--- config.mk ---
export PLATFORM = sky130hd
export DESIGN_NAME = hc138_scan_seq
export DESIGN_NICKNAME = d
export VERILOG_FILES = /design/src/rtl/hc138_scan_seq.sv
export SDC_FILE = /design/constraint.sdc
export NUM_CORES = 1
export LEC_CHECK = 0
export ABC_AREA = 0
export BUFFER_PORTS_ARGS = -buffer_cell sky130_fd_sc_hd__buf_4
export CAP_MARGIN = 20
export CORE_MARGIN = 3
export CORE_UTILIZATION = 55
export CTS_BUF_LIST = sky130_fd_sc_hd__clkbuf_8 sky130_fd_sc_hd__clkbuf_16
export CTS_CLUSTER_DIAMETER = 150
export CTS_CLUSTER_SIZE = 8
export DETAILED_ROUTE_END_ITERATION = 12
export GPL_TIMING_DRIVEN = 0
export HOLD_SLACK_MARGIN = 0.03
export PLACE_DENSITY_LB_ADDON = 0.3
export SLEW_MARGIN = 20
export SYNTH_ARGS = -nofsm -noshare
export SYNTH_HDL_FRONTEND = slang
export SYNTH_SLANG_ARGS = --single-unit
--- constraint.sdc ---
create_clock -name clk -period 4.55 [get_ports clk]
set_input_delay 0.6825 -clock clk [delete_from_list [all_inputs] [get_ports clk]]
set_output_delay 0.6825 -clock clk [all_outputs]
set_load 0.05 [all_outputs]
--- src/rtl/hc138_scan_seq.sv ---
// rtl/hc138_scan_seq.sv - timed channel scan sequencer driving a 74HC138-style 3-to-8 decoder
// Optional channel mask: define HC138_SCAN_MASK_EN to add the ch_mask input.
module hc138_scan_seq #(
  parameter int DWELL_W      = 16,
  parameter int BLANK_CYCLES = 2
) (
  input  logic               clk,
  input  logic               rst_n,
  input  logic               start,
  input  logic               stop,
  input  logic               mode_cont,
  input  logic [DWELL_W-1:0] dwell,
`ifdef HC138_SCAN_MASK_EN
  input  logic [7:0]         ch_mask,
`endif
  output logic [2:0]         addr,
  output logic               e1_n,
  output logic               e2_n,
  output logic               e3,
  output logic               busy,
  output logic               ch_strobe,
  output logic               done
);

  typedef enum logic [1:0] {S_IDLE, S_BLANK, S_DRIVE} state_t;

  localparam logic [DWELL_W-1:0] BLANK_LOAD =
    DWELL_W'((BLANK_CYCLES > 0) ? BLANK_CYCLES - 1 : 0);

  // Lowest channel enabled in a mask (0 when the mask is empty).
  function automatic logic [2:0] lowest_set(input logic [7:0] m);
    lowest_set = 3'd0;
    for (int i = 7; i >= 0; i--) if (m[i]) lowest_set = 3'(i);
  endfunction

  // Whether any enabled channel lies above the current one.
  function automatic logic any_above(input logic [7:0] m, input logic [2:0] a);
    any_above = 1'b0;
    for (int i = 0; i < 8; i++) if (m[i] && (i > int'(a))) any_above = 1'b1;
  endfunction

  // Next enabled channel above the current one; masked channels cost no cycles.
  function automatic logic [2:0] next_above(input logic [7:0] m, input logic [2:0] a);
    next_above = a;
    for (int i = 7; i >= 0; i--) if (m[i] && (i > int'(a))) next_above = 3'(i);
  endfunction

  state_t             state_q, state_d;
  logic [2:0]         chan_q, chan_d;
  logic [DWELL_W-1:0] cnt_q, cnt_d;
  logic [DWELL_W-1:0] dwell_q, dwell_d;
  logic               cont_q, cont_d;
  logic               pend_q, pend_d;
  logic               fin_q, fin_d;
  logic [7:0]         run_mask, new_mask;
  logic [DWELL_W-1:0] dwell_src, drive_load;
  logic               enter_ch;

  logic [2:0] addr_q, addr_d;
  logic       e1_n_q, e1_n_d, e2_n_q, e2_n_d, e3_q, e3_d;
  logic       busy_q, busy_d, ch_strobe_q, ch_strobe_d, done_q, done_d;

`ifdef HC138_SCAN_MASK_EN
  logic [7:0] mask_q, mask_d;
  assign run_mask = mask_q;
  assign new_mask = ch_mask;
`else
  assign run_mask = 8'hFF;
  assign new_mask = 8'hFF;
`endif

  // In IDLE the dwell input is about to be latched, so load from it directly.
  assign dwell_src  = (state_q == S_IDLE) ? dwell : dwell_q;
  assign drive_load = (dwell_src == '0) ? '0 : dwell_src - 1'b1;

  // State register plus latched scan configuration.
  always_ff @(posedge clk or negedge rst_n) begin
    if (!rst_n) begin
      state_q <= S_IDLE;
      chan_q  <= 3'd0;
      cnt_q   <= '0;
      dwell_q <= '0;
      cont_q  <= 1'b0;
      pend_q  <= 1'b0;
      fin_q   <= 1'b0;
`ifdef HC138_SCAN_MASK_EN
      mask_q  <= 8'h00;
`endif
    end else begin
      state_q <= state_d;
      chan_q  <= chan_d;
      cnt_q   <= cnt_d;
      dwell_q <= dwell_d;
      cont_q  <= cont_d;
      pend_q  <= pend_d;
      fin_q   <= fin_d;
`ifdef HC138_SCAN_MASK_EN
      mask_q  <= mask_d;
`endif
    end
  end

  // Next-state logic: channel advance, dwell/blank countdown and stop handling.
  always_comb begin
    state_d  = state_q;
    chan_d   = chan_q;
    cnt_d    = cnt_q;
    dwell_d  = dwell_q;
    cont_d   = cont_q;
    pend_d   = pend_q;
    fin_d    = 1'b0;
    enter_ch = 1'b0;
`ifdef HC138_SCAN_MASK_EN
    mask_d   = mask_q;
`endif
    case (state_q)
      S_IDLE: begin
        if (start && (new_mask != 8'h00)) begin
          dwell_d  = dwell;
          cont_d   = mode_cont;
`ifdef HC138_SCAN_MASK_EN
          mask_d   = ch_mask;
`endif
          chan_d   = lowest_set(new_mask);
          enter_ch = 1'b1;
        end
      end
      S_BLANK: begin
        if (stop) pend_d = 1'b1;
        if (cnt_q == '0) begin
          state_d = S_DRIVE;
          cnt_d   = drive_load;
        end else begin
          cnt_d = cnt_q - 1'b1;
        end
      end
      S_DRIVE: begin
        if (stop) pend_d = 1'b1;
        if (cnt_q != '0) begin
          cnt_d = cnt_q - 1'b1;
        end else if (pend_q) begin
          state_d = S_IDLE;
          fin_d   = 1'b1;
          pend_d  = 1'b0;
        end else if (any_above(run_mask, chan_q)) begin
          chan_d   = next_above(run_mask, chan_q);
          enter_ch = 1'b1;
        end else if (cont_q) begin
          chan_d   = lowest_set(run_mask);
          enter_ch = 1'b1;
        end else begin
          state_d = S_IDLE;
          fin_d   = 1'b1;
          pend_d  = 1'b0;
        end
      end
      default: state_d = S_IDLE;
    endcase
    if (enter_ch) begin
      if (BLANK_CYCLES == 0) begin
        state_d = S_DRIVE;
        cnt_d   = drive_load;
      end else begin
        state_d = S_BLANK;
        cnt_d   = BLANK_LOAD;
      end
    end
  end

  // Output decode: decoder enabled only in DRIVE; strobe on the first DRIVE cycle.
  always_comb begin
    addr_d      = chan_q;
    e1_n_d      = 1'b1;
    e2_n_d      = 1'b1;
    e3_d        = 1'b0;
    busy_d      = (state_q != S_IDLE);
    ch_strobe_d = 1'b0;
    done_d      = fin_q;
    if (state_q == S_DRIVE) begin
      e1_n_d      = 1'b0;
      e2_n_d      = 1'b0;
      e3_d        = 1'b1;
      ch_strobe_d = (cnt_q == drive_load);
    end
  end

  // Registered outputs so the decoder pins never glitch.
  always_ff @(posedge clk or negedge rst_n) begin
    if (!rst_n) begin
      addr_q      <= 3'd0;
      e1_n_q      <= 1'b1;
      e2_n_q      <= 1'b1;
      e3_q        <= 1'b0;
      busy_q      <= 1'b0;
      ch_strobe_q <= 1'b0;
      done_q      <= 1'b0;
    end else begin
      addr_q      <= addr_d;
      e1_n_q      <= e1_n_d;
      e2_n_q      <= e2_n_d;
      e3_q        <= e3_d;
      busy_q      <= busy_d;
      ch_strobe_q <= ch_strobe_d;
      done_q      <= done_d;
    end
  end

  assign addr      = addr_q;
  assign e1_n      = e1_n_q;
  assign e2_n      = e2_n_q;
  assign e3        = e3_q;
  assign busy      = busy_q;
  assign ch_strobe = ch_strobe_q;
  assign done      = done_q;

endmodule

### Word-level counts from Yosys, hierarchy flattened

Cells that the tools add are included.
W data, S select, Z words.

| storage, ports and cells | value |
|---|---|
| logic and storage cells | 104 |
| input bits | 21 |
| bits in read-only memories | 0 |
| bits in latches | 0 |
| memories kept | 0 |
| output and inout port bits | 9 |
| bits in writable memories | 0 |
| register bits after elaboration | 48 |

| cells by class | value |
|---|---|
| div/mod/pow operators | 0 |
| reduce and logical (&&, ||, !) cells | 12 |
| equality and inequality tests | 14 |
| shift-type cells | 0 |
| multiply operators | 0 |
| mux-type cells | 56 |
| bitwise logic cells | 0 |
| add/subtract/negate cells | 2 |
| $lt $le $gt $ge | 7 |

Operators with widths:

| cell | count |
|---|---|
| $mux W16 | 5 |
| $mux W3 | 12 |
| $logic_not A16 Y1 | 2 |
| $pmux W16 S2 | 1 |
| $sub A16 B1 Y16 const B | 2 |
| $mux W1 | 28 |
| $eq A16 B16 Y1 | 1 |
| $reduce_bool A16 Y1 | 1 |
| $gt A3 B3 Y1 const A | 4 |
| $mux W2 | 6 |
| $ne A3 B3 Y1 const B | 4 |
| $ne A9 B9 Y1 const B | 1 |
| $ne A2 B2 Y1 const B | 4 |
| $ne A4 B4 Y1 const B | 2 |
| $gt A2 B3 Y1 const A | 2 |
| $pmux W2 S3 | 1 |
| $pmux W3 S2 | 1 |
| $reduce_and A6 Y1 | 1 |
| $reduce_bool A2 Y1 | 3 |
| $reduce_and A5 Y1 | 1 |
| $pmux W1 S2 | 2 |
| $reduce_and A2 Y1 | 2 |
| $gt A1 B3 Y1 const A | 1 |
| $reduce_bool A3 Y1 | 1 |
| other kinds (3) | 3 |

### Longest topological paths before layout

| depth | value |
|---|---|
| word-level depth | 17 |
| mapped depth | 17 |
| mapped depth without buffers | 11 |

### Least setup slack after synthesis

Ideal clock, no wire load.

| timing | value |
|---|---|
| path type | register to register |
| start | register state_q[0] |
| end | register ch_strobe_q, in the netlist ch_strobe |
| data required time | 4454 ps |
| arrival time | 3903 ps |
| setup slack | 551 ps |
| stages on the path, launching flop included | 17 |
| period minus slack after synthesis | 3999 ps |
| library setup time | 96 ps |
| path buffers | 6 |
| cells stage by stage | dfrtp_1 > inv_1 > ha_1 > buf_6 > buf_4 > buf_4 > clkbuf_1 > buf_2 > mux2i_1 > ha_1 > o211a_1 > buf_2 > nand4_4 > a211o_1 > a221o_1 > or4_1 > nor4_2 |

| on the way | value |
|---|---|
| word-level cells in the longest chain between the ends | 6 |
| elaborated cells between the ends (all ways) | 8 |
| those cells by class | add/sub (1); eq/ne (2); mux (3); reduce/logical (2) |

RTL lines:

| what | line | RTL |
|---|---|---|
| from (decl) | 48 | `state_t state_q, state_d;` |
| from (signal assigned) | 90 | `state_q <= state_d;` |
| $logic_not A2 Y1 | 73 | `assign dwell_src = (state_q == S_IDLE) ? dwell : dwell_q;` |
| $mux W16 | 73 |  |
| $sub A16 B1 Y16 / $logic_not A16 Y1 (equally long branches) | 74 | `assign drive_load = (dwell_src == '0) ? '0 : dwell_src - 1'b1;` |
| $mux W16 | 74 |  |
| $eq A16 B16 Y1 | 183 | `ch_strobe_d = (cnt_q == drive_load);` |
| $mux W1 (*) | 179 | `if (state_q == S_DRIVE) begin` |
| via ch_strobe_d | 61 | `logic busy_q, busy_d, ch_strobe_q, ch_strobe_d, done_q, done_d;` |
| to (signal assigned) | 203 | `ch_strobe_q <= ch_strobe_d;` |
| to (decl) | 61 |  |

Mark *: on every way through the listed nets, which the timed path passes. The rest lies on a longest branch.
A chain may end at the register's enable or synchronous reset.

### Worst setup path in the final report

Same ends and word-level chain as after synthesis.

==> flow_metrics.py <==
metrics = {
    "sta": {
        "setup_viol": 0,
        "fin_crit_sh_pct": 92.9,
        "setup_ws_ps": 325,
        "setup-tns-final_ps": 0,
        "hold_viol": 0,
        "finalCriticalPeriod_ps": 4230,
        "skew_ps": 3.54,
        "tightest_slew_ps": 684,
        "relSlewSlack_pct": 53.9,
        "fmax_mhz": 237,
        "rsz0062_at_grt": "no",
        "drv_slew": 0,
    },
    "global_route": {
        "first_global_vias": 2977,
        "antenna_found_initial": 0,
        "overflow": 0,
        "grt_pass1_wl_um": 14200,
        "grt.total_usage_pct": 24.0,
        "grt_max_degree": 49,
    },
    "worst_setup_path": {
        "cp_slowest_cell": "or4_1",
        "worstPathArrival_ps": 4440,
        "cp_max_fo": 19,
        "cp-start-kind": "register",
        "cp_num_buf_inv": 6,
        "cp-end-kind": "register",
        "cp_cell_sequence": "inv_1 > ha_1 > buf_6 > buf_4 > buf_4 > buf_2 > mux2i_1 > ha_1 > o211a_1 > buf_2 > nand4_4 > a211o_1 > a221o_1 > or4_1 > nor4_2",
        "critPathKind": "reg -> reg",
        "cp_data_required_time_ps": 4760,
        "critPathMaxStageDelay_ps": 520,
        "cp_top_family": "buffers and inverters",
    },
    "placed_design": {
        "dp_slack_ps": -97.9,
        "gp_congestion": 0.940,
        "portBuffers": 29,
        "hpwl_um": 6150,
    },
    "synthesis": {
        "ys_warn_count": 0,
        "synth_edf_count": 0,
        "syn_area_mm2": 0.00342,
        "ys.flop_type": "dfrtp_1",
        "yosys_register_bits": 48,
        "synthDistinctLibCells": 64,
        "synthCells": 367,
        "async_flop_share_pct": 100,
        "syn_nets": 394,
        "avgSynthCellArea_um2": 9.31,
        "synth-seq-area-share_pct": 35.2,
    },
    "power": {
        "p_per_area_mw_per_mm2": 204,
        "ir_drop_mv": 0.139,
        "power_leakage_nw": 1.59,
    },
    "finish": {
        "layout_commonest_cell": "dfrtp_1",
        "mostFrequentLayoutCells": "dfrtp_1 (47), o21ai_0 (38), buf_4 (32), mux2_2 (20), nand2_1 (19)",
        "final.fill_count": 506,
        "postLayoutCoreUtil_pct": 64.5,
        "synthToLayoutAreaGrowth_pct": 12.4,
        "num-nets-final": 429,
        "drive_gt1_share_pct": 19.1,
        "diodes": 0,
    },
    "clocking": {
        "cts_buffers": 5,
        "cts_sinks": 48,
        "cts-htree-levels": 2,
        "clkLatencyLatePin_ps": 310,
        "cts_root_buffer": "clkbuf_8",
        "ctsResizeCount": 0,
        "cts_tree": "built",
        "clock_tree.buffer_depth": 2,
        "clk_pin_slew_ps": 90,
        "post-cts-setup-buffer-count": 0,
    },
    "floorplan": {
        "die-width_um": 84.8,
        "die_h_um": 84.8,
        "initial_core_util_pct": 57.4,
        "io_pins": 30,
        "rows": 28,
        "die_area_mm2": 0.00719,
        "core_mm2": 0.00596,
    },
    "status": {
        "outcome": "finished, final reports clean",
    },
    "route": {
        "routed_wl_um": 8230,
        "ant_nets": 0,
        "via_count": 3078,
        "vias_per_cell": 6.44,
        "first_iter_violations": 372,
        "drc": 0,
        "drt_first_pass_iters": 5,
        "wire_per_inst_um": 17.2,
    },
    "min_path": {
        "hold_class": "reg -> reg",
    },
    "flow_run": {
        "drv_cap": 0,
    },
}
area by class of cell:
type	instances	area (µm²)	area share, %
Inverter	9	33.8	0.880
Clock inverter	3	46.3	1.21
Multi-Input combinational cell	286	2070	53.9
Tap cell	75	93.8	2.44
Timing Repair Buffer	29	218	5.67
Buffer	23	109	2.83
Clock buffer	5	68.8	1.79
Sequential cell	48	1200	31.3
power by group:
part | internal, W | total (W) | switching (W)
Clock | 0.000166 | 0.000319 | 0.000153
Sequential | 0.000428 | 0.000430 | 0.00000148
Combinational | 0.0000142 | 0.0000364 | 0.0000222
per-stage QoR:
step                power [W]  std cells  hold WS (ps)  area, µm²
detailed placement   0.000475        471           348       3730
floorplan            0.000444        367           331       3420
global placement     0.000474        471           332       3730
global route         0.000816        478           383       3840
CTS                  0.000797        478           369       3840
finish               0.000785        478           362       3840
worst register-to-register path, delay by kind of cell, from the launching register on:
family	cells	cell delay [ps]
DFF	1	430
and+or+nand+nor	3	990
buffers and inverters	6	1220
AOI/OAI and AO/OA	3	780
adders and majority gates	2	480
muxes	1	240
flip-flops by register name, summed over array words and instances (netlist names):
name and count:
cnt_q 16, state_q 2, addr 3, pend_q 1, e3 1, done 1, addr_d 3, done_d 1
busy 1, cont_q 1, e2_n 1, ch_strobe 1, dwell_q 16
synthesized netlist by cell type (2+ instances only):
cell type	n	area share (%)
o211ai_1	2	0.44
a222oi_1	2	0.59
o31ai_1	3	0.66
xnor2_1	8	2.1
or4_4	2	0.66
nand3_1	11	1.6
o21ai_0	38	5.6
nor4b_1	4	1.0
nor3b_1	3	0.66
nor3_1	11	1.6
dfrtp_1	47	34
nor4_1	9	1.6
and3_1	4	0.73
and4_1	2	0.51
or3_1	9	1.6
or4_1	6	1.3
buf_2	3	0.44
inv_1	8	0.88
a21boi_0	2	0.44
xor2_1	10	2.6
clkbuf_1	14	1.5
a31o_2	2	0.51
buf_4	3	0.66
nand4_1	8	1.5
or4b_1	4	1.2
a21oi_1	13	1.9
or3b_2	2	0.51
a22o_1	8	2.1
nand3b_1	3	0.66
ha_1	6	2.2
o2111ai_1	2	0.51
mux2i_1	17	5.0
mux2_2	20	6.6
buf_1	3	0.33
a22oi_1	3	0.66
and2_1	3	0.55
a31oi_1	4	0.73
nor2_1	16	1.8
o2bb2ai_1	7	1.8
nand2_1	19	2.1
o22ai_1	3	0.55
path summary, 6_finish.rpt:
| check | start | to | slack, ps | cells past startpoint |
|---|---|---|---|---|
| max | state_q[0] | ch_strobe | 320 | 15 |
| min | done_d | done | 360 | 0 |
| max reg2reg | state_q[0] | ch_strobe | 320 | 15 |
| min reg2reg | done_d | done | 360 | 0 |
| max in group asynchronous | rst_n | cnt_q[0] | 3780 | 1 |
| min in group asynchronous | rst_n | done | 370 | 1 |
logic make-up (layout without fill, tap and decap cells):
group | count (synthesis) | in the layout | synth area share, %
buf+inv | 33 | 69 | 4.28
mux | 37 | 37 | 11.6
fa+ha+maj | 6 | 6 | 2.20
compound gates | 103 | 103 | 20.6
simple gates | 122 | 122 | 21.6
xor+xnor | 18 | 18 | 4.61
flops | 48 | 48 | 35.2
per-layer routing:
layer | wire (µm) | track usage [%] | vias to the layer above
met2 | 3860 | 38.9 | 123
met4 | 152 | 7.77 | 0
li1 | - | - | 1479
met5 | 0 | 0 | -
met3 | 522 | 3.88 | 14
met1 | 3700 | 33.0 | 1462
what timing repair did:
action | in CTS | in global routing
endpoints found under the setup margin | 1 | 0
hold buffers | 0 | 0
endpoints found under the hold margin | 0 | 0
No activity file was read; power rests on OpenSTA's default activity.
